==> src/rtl/neuron_sched_pkg.sv <==
// Shared types and constants for the neuron time-step scheduler.
package neuron_sched_pkg;

  localparam int STEP_CNT_W = 16;

  typedef enum logic [1:0] {
    OP_NOP       = 2'd0,
    OP_INTEGRATE = 2'd1,
    OP_FIRE      = 2'd2
  } core_op_t;

  typedef enum logic [1:0] {
    ST_IDLE,
    ST_INTEGRATE,
    ST_FIRE,
    ST_DONE
  } sched_state_t;

endpackage

==> src/rtl/neuron_step_scheduler_if.sv <==
// Spike-in and core-op handshakes of the scheduler.
// The master modport is the scheduler's view; slave is the surrounding logic.
interface neuron_step_scheduler_if #(
  parameter int AXON_W = 8,
  parameter int IDX_W  = 8
);
  import neuron_sched_pkg::*;

  logic              spike_valid_i;
  logic              spike_ready_o;
  logic [AXON_W-1:0] spike_axon_i;
  logic              core_valid_o;
  logic              core_ready_i;
  core_op_t          core_op_o;
  logic [IDX_W-1:0]  core_idx_o;

  modport master (
    input  spike_valid_i, spike_axon_i, core_ready_i,
    output spike_ready_o, core_valid_o, core_op_o, core_idx_o
  );

  modport slave (
    output spike_valid_i, spike_axon_i, core_ready_i,
    input  spike_ready_o, core_valid_o, core_op_o, core_idx_o
  );
endinterface

==> src/rtl/neuron_spike_fifo.sv <==
// Synchronous show-ahead FIFO holding pending spike axon IDs.
module neuron_spike_fifo #(
  parameter int  WIDTH = 8,
  parameter int  DEPTH = 16,
  localparam int PTR_W = $clog2(DEPTH),
  localparam int CNT_W = PTR_W + 1
) (
  input  logic             clk,
  input  logic             rst,
  input  logic             push,
  input  logic [WIDTH-1:0] din,
  input  logic             pop,
  output logic             full,
  output logic             empty,
  output logic [CNT_W-1:0] count,
  output logic [WIDTH-1:0] head
);
  logic [WIDTH-1:0] mem [DEPTH];
  logic [PTR_W-1:0] wr_ptr_reg;
  logic [PTR_W-1:0] rd_ptr_reg;
  logic [CNT_W-1:0] count_reg;
  logic             push_ok;
  logic             pop_ok;

  assign full    = (count_reg == CNT_W'(DEPTH));
  assign empty   = (count_reg == '0);
  assign count   = count_reg;
  assign push_ok = push && !full;
  assign pop_ok  = pop && !empty;
  // Head is read straight from the array so it is valid the cycle an entry lands.
  assign head    = mem[rd_ptr_reg];

  always_ff @(posedge clk) begin
    if (push_ok) mem[wr_ptr_reg] <= din;
  end

  always_ff @(posedge clk) begin
    if (rst) begin
      wr_ptr_reg <= '0;
      rd_ptr_reg <= '0;
      count_reg  <= '0;
    end else begin
      if (push_ok) wr_ptr_reg <= wr_ptr_reg + PTR_W'(1);
      if (pop_ok)  rd_ptr_reg <= rd_ptr_reg + PTR_W'(1);
      if (push_ok && !pop_ok)      count_reg <= count_reg + CNT_W'(1);
      else if (pop_ok && !push_ok) count_reg <= count_reg - CNT_W'(1);
    end
  end
endmodule

==> src/rtl/neuron_step_scheduler.sv <==
// Time-step controller: buffers spikes, then runs integrate and fire sweeps on tick.
// Optional build macro SCHED_STALL_CNT_EN enables the core back-pressure counter.
module neuron_step_scheduler
  import neuron_sched_pkg::*;
#(
  parameter int NUM_AXONS   = 256,
  parameter int NUM_NEURONS = 256,
  parameter int FIFO_DEPTH  = 16
) (
  input  logic                  clk,
  input  logic                  rst,
  neuron_step_scheduler_if.master sched_if,
  input  logic                  tick_i,
  input  logic                  clr_status_i,
  output logic                  busy_o,
  output logic                  step_done_o,
  output logic [STEP_CNT_W-1:0] step_count_o,
  output logic                  tick_miss_o,
  output logic [15:0]           stall_cnt_o
);
  localparam int AXON_W   = $clog2(NUM_AXONS);
  localparam int NEURON_W = $clog2(NUM_NEURONS);
  localparam int IDX_W    = (AXON_W > NEURON_W) ? AXON_W : NEURON_W;
  localparam int CNT_W    = $clog2(FIFO_DEPTH) + 1;
  localparam logic [NEURON_W-1:0] LAST_NEURON = NEURON_W'(NUM_NEURONS - 1);

  sched_state_t              state_reg;
  logic [CNT_W-1:0]          snap_reg;
  logic [NEURON_W-1:0]       nidx_reg;
  logic                      core_valid_reg;
  core_op_t                  core_op_reg;
  logic                      step_done_reg;
  logic [STEP_CNT_W-1:0]     step_count_reg;
  logic                      tick_miss_reg;

  logic                      fifo_push;
  logic                      fifo_pop;
  logic                      fifo_full;
  logic                      fifo_empty;
  logic [CNT_W-1:0]          fifo_count;
  logic [AXON_W-1:0]         fifo_head;
  logic                      handshake;
  logic [IDX_W-1:0]          core_idx_next;

  assign handshake = core_valid_reg && sched_if.core_ready_i;
  assign fifo_push = sched_if.spike_valid_i && !fifo_full;
  assign fifo_pop  = (state_reg == ST_INTEGRATE) && handshake;

  neuron_spike_fifo #(.WIDTH(AXON_W), .DEPTH(FIFO_DEPTH)) u_fifo (
    .clk   (clk),
    .rst   (rst),
    .push  (fifo_push),
    .din   (sched_if.spike_axon_i),
    .pop   (fifo_pop),
    .full  (fifo_full),
    .empty (fifo_empty),
    .count (fifo_count),
    .head  (fifo_head)
  );

  // Head and nidx only move on a handshake, so the index holds through stalls.
  always_comb begin
    core_idx_next = '0;
    if (state_reg == ST_INTEGRATE)  core_idx_next = IDX_W'(fifo_head);
    else if (state_reg == ST_FIRE)  core_idx_next = IDX_W'(nidx_reg);
  end

  always_ff @(posedge clk) begin
    if (rst) begin
      state_reg      <= ST_IDLE;
      snap_reg       <= '0;
      nidx_reg       <= '0;
      core_valid_reg <= 1'b0;
      core_op_reg    <= OP_NOP;
      step_done_reg  <= 1'b0;
      step_count_reg <= '0;
      tick_miss_reg  <= 1'b0;
    end else begin
      step_done_reg <= 1'b0;
      if (tick_i && state_reg != ST_IDLE) tick_miss_reg <= 1'b1;
      else if (clr_status_i)              tick_miss_reg <= 1'b0;

      unique case (state_reg)
        ST_IDLE: if (tick_i) begin
          // Pre-push occupancy: a spike arriving with the tick waits for the next step.
          snap_reg       <= fifo_count;
          nidx_reg       <= '0;
          core_valid_reg <= 1'b1;
          if (!fifo_empty) begin
            state_reg   <= ST_INTEGRATE;
            core_op_reg <= OP_INTEGRATE;
          end else begin
            state_reg   <= ST_FIRE;
            core_op_reg <= OP_FIRE;
          end
        end
        ST_INTEGRATE: if (handshake) begin
          snap_reg <= snap_reg - CNT_W'(1);
          if (snap_reg == CNT_W'(1)) begin
            state_reg   <= ST_FIRE;
            core_op_reg <= OP_FIRE;
            nidx_reg    <= '0;
          end
        end
        ST_FIRE: if (handshake) begin
          if (nidx_reg == LAST_NEURON) begin
            state_reg      <= ST_DONE;
            core_valid_reg <= 1'b0;
            core_op_reg    <= OP_NOP;
            step_done_reg  <= 1'b1;
            step_count_reg <= step_count_reg + STEP_CNT_W'(1);
          end else begin
            nidx_reg <= nidx_reg + NEURON_W'(1);
          end
        end
        ST_DONE: state_reg <= ST_IDLE;
        default: state_reg <= ST_IDLE;
      endcase
    end
  end

  assign sched_if.spike_ready_o = !fifo_full;
  assign sched_if.core_valid_o  = core_valid_reg;
  assign sched_if.core_op_o     = core_op_reg;
  assign sched_if.core_idx_o    = core_idx_next;
  assign busy_o                 = (state_reg != ST_IDLE);
  assign step_done_o            = step_done_reg;
  assign step_count_o           = step_count_reg;
  assign tick_miss_o            = tick_miss_reg;

`ifdef SCHED_STALL_CNT_EN
  logic [15:0] stall_cnt_reg;

  always_ff @(posedge clk) begin
    if (rst || clr_status_i)
      stall_cnt_reg <= '0;
    else if (core_valid_reg && !sched_if.core_ready_i && stall_cnt_reg != 16'hFFFF)
      stall_cnt_reg <= stall_cnt_reg + 16'd1;
  end

  assign stall_cnt_o = stall_cnt_reg;
`else
  assign stall_cnt_o = '0;
`endif
endmodule

==> src/flat_wrapper.sv <==
// flat-port wrapper written by rule: the top's interface ports become plain ports
module neuron_step_scheduler_flat import neuron_sched_pkg::*;
#(
  parameter int NUM_AXONS   = 256,
  parameter int NUM_NEURONS = 256,
  parameter int FIFO_DEPTH  = 16
)
  (clk, rst, tick_i, clr_status_i, busy_o, step_done_o, step_count_o, tick_miss_o, stall_cnt_o, sched_if_spike_valid_i, sched_if_spike_axon_i, sched_if_core_ready_i, sched_if_spike_ready_o, sched_if_core_valid_o, sched_if_core_op_o, sched_if_core_idx_o);
  neuron_step_scheduler_if #(.AXON_W(8), .IDX_W(8)) sched_if_i ();
  input  logic clk;
  input  logic rst;
  input  logic tick_i;
  input  logic clr_status_i;
  output logic busy_o;
  output logic step_done_o;
  output logic [STEP_CNT_W-1:0] step_count_o;
  output logic tick_miss_o;
  output logic [15:0] stall_cnt_o;
  input wire logic [$bits(sched_if_i.spike_valid_i)-1:0] sched_if_spike_valid_i;
  input wire logic [$bits(sched_if_i.spike_axon_i)-1:0] sched_if_spike_axon_i;
  input wire logic [$bits(sched_if_i.core_ready_i)-1:0] sched_if_core_ready_i;
  output wire logic [$bits(sched_if_i.spike_ready_o)-1:0] sched_if_spike_ready_o;
  output wire logic [$bits(sched_if_i.core_valid_o)-1:0] sched_if_core_valid_o;
  output wire logic [$bits(sched_if_i.core_op_o)-1:0] sched_if_core_op_o;
  output wire logic [$bits(sched_if_i.core_idx_o)-1:0] sched_if_core_idx_o;
  assign sched_if_i.spike_valid_i = sched_if_spike_valid_i;
  assign sched_if_i.spike_axon_i = sched_if_spike_axon_i;
  assign sched_if_i.core_ready_i = sched_if_core_ready_i;
  assign sched_if_spike_ready_o = sched_if_i.spike_ready_o;
  assign sched_if_core_valid_o = sched_if_i.core_valid_o;
  assign sched_if_core_op_o = sched_if_i.core_op_o;
  assign sched_if_core_idx_o = sched_if_i.core_idx_o;
  neuron_step_scheduler #(.NUM_AXONS(NUM_AXONS), .NUM_NEURONS(NUM_NEURONS), .FIFO_DEPTH(FIFO_DEPTH)) u_core (.clk(clk), .rst(rst), .sched_if(sched_if_i), .tick_i(tick_i), .clr_status_i(clr_status_i), .busy_o(busy_o), .step_done_o(step_done_o), .step_count_o(step_count_o), .tick_miss_o(tick_miss_o), .stall_cnt_o(stall_cnt_o));
endmodule
==> config.mk <==
export PLATFORM = sky130hd
export DESIGN_NAME = neuron_step_scheduler_flat
export DESIGN_NICKNAME = d
export VERILOG_FILES = /design/src/rtl/neuron_sched_pkg.sv /design/src/rtl/neuron_step_scheduler_if.sv /design/src/rtl/neuron_spike_fifo.sv /design/src/rtl/neuron_step_scheduler.sv /design/src/flat_wrapper.sv
export SDC_FILE = /design/constraint.sdc
export NUM_CORES = 1
export LEC_CHECK = 0
export CORE_MARGIN = 8
export CORE_UTILIZATION = 25
export DETAILED_ROUTE_END_ITERATION = 6
export SETUP_SLACK_MARGIN = 0.5
export SYNTH_ARGS = -nofsm -noshare
export SYNTH_HDL_FRONTEND = slang
export SYNTH_SLANG_ARGS = --single-unit
==> constraint.sdc <==
create_clock -name clk -period 5.4 [get_ports clk]
set_input_delay 0.81 -clock clk [delete_from_list [all_inputs] [get_ports clk]]
set_output_delay 0.81 -clock clk [all_outputs]
set_load 0.005 [all_outputs]
==> results of run 1 <==
power breakdown:
group / internal, mW / leakage [nW] / switching, mW
registers: 1.57 / 1.59 / 0.0768
clock network: 0.646 / 0.301 / 0.648
logic: 0.320 / 1.13 / 0.440
total: 2.54 / 3.01 / 1.17
worst max-delay path, cell delays in order, from the launching register on:
cell and delay (ns):
dfxtp_2 0.90, buf_4 0.34, mux4_2 0.51, a22o_1 0.23
a21oi_1 0.12, o21ai_0 0.12, clkdlybuf4s50_1 0.48
worst max path at each step:
| stage | startpoint | end | slack [ns] | cells past startpoint |
|---|---|---|---|---|
| 2_1_floorplan | sched_if_core_ready_i | u_core.u_fifo.count[4] | 2.55 | 10 |
| 3_3_place_gp | sched_if_core_ready_i | u_core.u_fifo.count[4] | 1.78 | 11 |
| 3_5_place_dp | sched_if_core_ready_i | u_core.u_fifo.count[4] | 1.70 | 11 |
| 4_1_cts | register | sched_if_core_idx_o[0] | 1.36 | 6 |
| 5_1_grt | u_core.state_reg[1] | sched_if_core_idx_o[7] | 1.21 | 8 |
| 6_report | register | sched_if_core_idx_o[0] | 1.45 | 6 |
cells in the final DEF, fill, tap and decap left out, drive strengths merged, types with 12 or more instances in the layout:
cell / synthesis / layout
clkbuf: 10 / 17
ha: 17 / 17
o21ai: 16 / 16
xor2: 18 / 18
conb: 1 / 16
edfxtp: 128 / 128
inv: 21 / 33
a21oi: 31 / 31
clkdlybuf4s50: 0 / 43
nand4: 15 / 15
mux4: 32 / 32
nor3: 14 / 14
nor2: 68 / 68
nand3: 12 / 12
dfxtp: 53 / 53
mux2i: 13 / 13
nand2: 31 / 31
layout make-up:
type	count	area [µm²]	area share (%)
flip-flops and latches	181	4910	53.0
multi-input cells	345	2670	28.8
well taps	402	503	5.43
repair buffers	50	480	5.19
clock buffers	17	425	4.59
clock inverters	15	196	2.12
inverters	21	78.8	0.851
metal layers:
| metal | track usage, % | part of all wire, % |
|---|---|---|
| met5 | 0 | 0 |
| met2 | 14.2 | 44 |
| met1 | 12.9 | 46 |
| met3 | 2.59 | 8.5 |
| met4 | 2.34 | 0.93 |
metrics by stage:
stage	area, µm²	utilization [%]	worst slack (ns)	instances
after floorplan	7890	-	2.55	586
after global placement	8640	27.7	1.78	999
after detailed placement	8640	27.7	1.70	999
after CTS	9260	29.7	1.36	1031
after global routing	9260	29.7	1.21	1031
final	9260	29.7	1.45	1031
logic make-up (layout without fill, tap and decap cells):
group	after synthesis	after routing	share of synthesized area [%]
other cells	1	16	0.0479
flops	181	181	62.6
simple gates	163	163	10.1
fa+ha+maj	18	18	2.97
mux	46	46	11.0
buf+inv	60	103	3.99
xor+xnor	24	24	2.68
compound gates	78	78	6.58
==> impl_metrics.ini, run 1 <==
[sta]
hold_viol_final = 0
final.period_utilization_pct = 73.2
finalSetupTns_ns = 0
rsz0062_at_grt = no
fmax_mhz = 253
finalCriticalPeriod_ns = 3.95
fin_skew_ns = 0.0159
slew_violations = 0
worst_slew_pin_slew_ns = 1.05
hold-worst-slack_ns = 0.459
maxSlewHeadroom_pct = 29.4
setup-violations-final = 0

[place]
port_buffers = 44
gp_congestion = 0.754
hpwl_um = 11200

[cells_and_area]
fill_cells = 3158
syn_to_final_growth_pct = 18.3
antenna_cells = 0
largest_reg_flops = 128
layout-drive-gt1-share_pct = 13.4
nets = 648

[global_route]
grt_overflow = 0
grt_pass1_vias = 4498
grt_max_degree = 55
track_usage_pct = 9.31
grt_pass1_wl_um = 26200
antenna_found_initial = 0

[power_and_ir_drop]
ir_drop_mv = 0.208
leakage_nw = 3.01
power.total_mw = 3.70
powerDensity_nw_per_um2 = 400

[clocking]
post_cts_buffers = 0
cts_root_buf = clkbuf_16
cts_sinks = 181
cts_resized = 0
cts_tree = done
clk_latency_ns = 0.44
holdBufCountCts = 0
cts_buffers = 17
cts_buffer_depth = 2
cts_max_level = 4
clkTransAtPathRegs_ns = 0.07

[synth]
synth_edf_count = 128
synth_seq_cells = 181
synth_area_leaders = edfxtp_1, dfxtp_1, mux4_2
yosysMostFrequentCell = edfxtp_1
synth_warnings = 0
avgSynthCellArea_um2 = 13.7
synth_area_um2 = 7830
ys.flop_type = edfxtp_1
synth_top_cell_area_share_pct = 49.1
synth_common_cells = edfxtp_1, nor2_1, dfxtp_1, mux4_2
synth_cells = 571
ys_seq_area_share_pct = 62.6
ys_types = 52
async_flop_share_pct = 0
yosysTopAreaCell = edfxtp_1

[critical_path]
arrival_ns = 3.14
rr_worst_depth = 12
start_kind = register
rr_endpoint = u_core.u_fifo.count[4]
required_ns = 4.59
worstPathMaxFanout = 25
r2r_slack_ns = 2.10
crit_type = register to primary output
cp-end-kind = primary output
r2r_start = u_core.state_reg[1]

[route]
wirelength_um = 16900
first_iter_violations = 340
dr.pass1.iters = 4
post_drt_wl_per_cell_um = 16.4
drc = 0
postRouteAntennaNets = 0
viasPerCell = 4.43
vias = 4566

[floorplanning]
start_util_pct = 25.1
die_y_um = 193
dieArea_um2 = 37200
num_rows = 65
die_x_um = 193
core_area_um2 = 31200
pin_count = 61

[min_path]
hp-start = u_core.sched_if.core_op_o[0]
hold_depth = 2
min_to = u_core.sched_if.core_op_o[0]
hold_class = register to register

[status]
status = finished, final reports clean

[flow_run]
max-cap-violations = 0
(Power assumes the default switching activity.)
==> inputs of run 2 (changes only) <==
Clock period 5.4 ns to 3.8 ns, I/O delays scaled along.
==> run 2 against run 1 <==
First-iteration DRC count down 13%. Register-to-register slack worse by 1.2 ns. Final area up 2.0%. Non-clock buffer count up 20. Power up 42%. Highest routed layer unchanged.
==> impl_metrics.ini, run 2 (synthesis gave the netlist of run 1 again) <==
[sta]
hold-worst-slack_ns = 0.458
fmax_mhz = 316
final.period_utilization_pct = 83.4
rsz0062_at_grt = no
finalSetupTns_ns = 0
hold_viol_final = 0
setup-violations-final = 0
fin_skew_ns = 0.0139
worst_slew_pin_slew_ns = 0.978
slew_violations = 0
maxSlewHeadroom_pct = 34.6
finalCriticalPeriod_ns = 3.17

[clocking]
cts_root_buf = clkbuf_16
cts_tree = done
cts_max_level = 4
cts_buffer_depth = 2
clk_latency_ns = 0.44
cts_sinks = 181
clkTransAtPathRegs_ns = 0.07
cts_buffers = 17

[cells_and_area]
final_area_um2 = 9450
layout_common_cells = edfxtp_1, nor2_1, dfxtp_1
antenna_cells = 0
largest_reg_flops = 128
nets = 668
fill_cells = 3148
syn_to_final_growth_pct = 20.7
final_common_cell = edfxtp_1
layout-drive-gt1-share_pct = 16.0

[power_and_ir_drop]
p_int_mw = 3.66
seqPwrFrac_pct = 44.3
leakage_nw = 3.13
p_comb_share_pct = 21.2
p_switching_mw = 1.61
pwr-share-clk_pct = 34.5
powerDensity_nw_per_um2 = 557
ir_drop_mv = 0.286
swShare_pct = 30.6

[floorplanning]
core_area_um2 = 31200
dieArea_um2 = 37200
die_y_um = 193
die_x_um = 193
pin_count = 61
start_util_pct = 25.1
num_rows = 65

[route]
post_drt_wl_per_cell_um = 16.1
vias = 4697
viasPerCell = 4.47
wirelength_um = 16900
postRouteAntennaNets = 0
first_iter_violations = 297
dr.pass1.iters = 4
drc = 0

[critical_path]
required_ns = 3.23
cp_slowest_cell = mux4_2
worstPathMaxFanout = 12
crit_type = register to primary output
crit_chain = bufbuf_16 -> mux4_2 -> mux2i_1 -> o21ai_0 -> clkdlybuf4s50_1
path_buf_inv = 2
worst_path_largest_cell_delay_ns = 0.51
arrival_ns = 2.60
cp-end-kind = primary output
crit_family = buffers and inverters
start_kind = register

[global_route]
antenna_found_initial = 0
track_usage_pct = 9.07
grt_pass1_wl_um = 25600
grt_max_degree = 42
grt_pass1_vias = 4426
grt_overflow = 0

[flow_run]
max-cap-violations = 0

[place]
port_buffers = 44
place_area_um2 = 8760
hpwl_um = 11000
gp_congestion = 0.779

[min_path]
hold_class = register to register

[status]
status = finished, final reports clean
-- run 2: cell types whose count changed in the layout (fill, tap and decap cells not counted), sizes merged --
cell	change
clkinv	+4
bufbuf	+1
buf	+19
bufinv	+1
inv	-5
-- run 2: path summary, 6_finish.rpt --
check                                                  start                           end  slack [ns]  depth (start not counted)
worst max-delay path                                register        sched_if_core_idx_o[4]        0.63                          5
worst min-delay path            u_core.sched_if.core_op_o[0]  u_core.sched_if.core_op_o[0]        0.46                          2
worst max register to register        u_core.u_fifo.count[3]        u_core.u_fifo.count[4]        0.88                         10
worst min register to register  u_core.sched_if.core_op_o[0]  u_core.sched_if.core_op_o[0]        0.46                          2
-- run 2: tightest hold or removal path: stages, from the launching register on --
cell	delay, ns
dfxtp_1	0.31
nand2_1	0.05
a21oi_1	0.05
-- run 2: final cells by class --
class | instances | area [µm²] | share of cell area [%]
clock buffer | 17 | 425 | 4.50
clock inverter | 15 | 194 | 2.05
inverter | 21 | 78.8 | 0.834
multi-input combinational | 345 | 2670 | 28.3
sequential | 181 | 4910 | 51.9
tap | 402 | 503 | 5.32
timing repair buffer | 70 | 668 | 7.07
-- run 2: repair_timing --
action,in CTS,in global routing
endpoints found under the setup margin,7,4
resized for setup,2,1
pin swaps,0,0
gates cloned,1,0
setup buffers,1,3
hold buffers,0,0
-- run 2: stage by stage --
| step | setup slack (ns) | cells | power [mW] | util [%] |
|---|---|---|---|---|
| final | 0.632 | 1051 | 5.27 | 30.3 |
| after global routing | 0.508 | 1051 | 5.52 | 30.3 |
| after CTS | 0.516 | 1048 | 5.31 | 30.2 |
| after detailed placement | 0.573 | 1014 | 3.49 | 28.1 |
| after global placement | 0.620 | 1014 | 3.48 | 28.1 |
| after floorplan | 1.12 | 586 | 3.11 | - |
-- run 2: per-layer routing --
metal	routed length, µm	track usage, %	vias to the layer above
met1	8080	12.4	2337
met5	0	0	-
met2	7750	13.9	123
li1	-	-	2226
met4	89	2.84	0
met3	1030	2.36	11
-- run 2: power groups by stage --
stage / Sequential (mW) / Clock [mW] / Combinational, mW
final: 2.33 / 1.82 / 1.12
after global routing: 2.35 / 1.92 / 1.25
after CTS: 2.33 / 1.86 / 1.12
after detailed placement: 2.38 / 0 / 1.11
after global placement: 2.38 / 0 / 1.11
after floorplan: 2.35 / 0 / 0.760
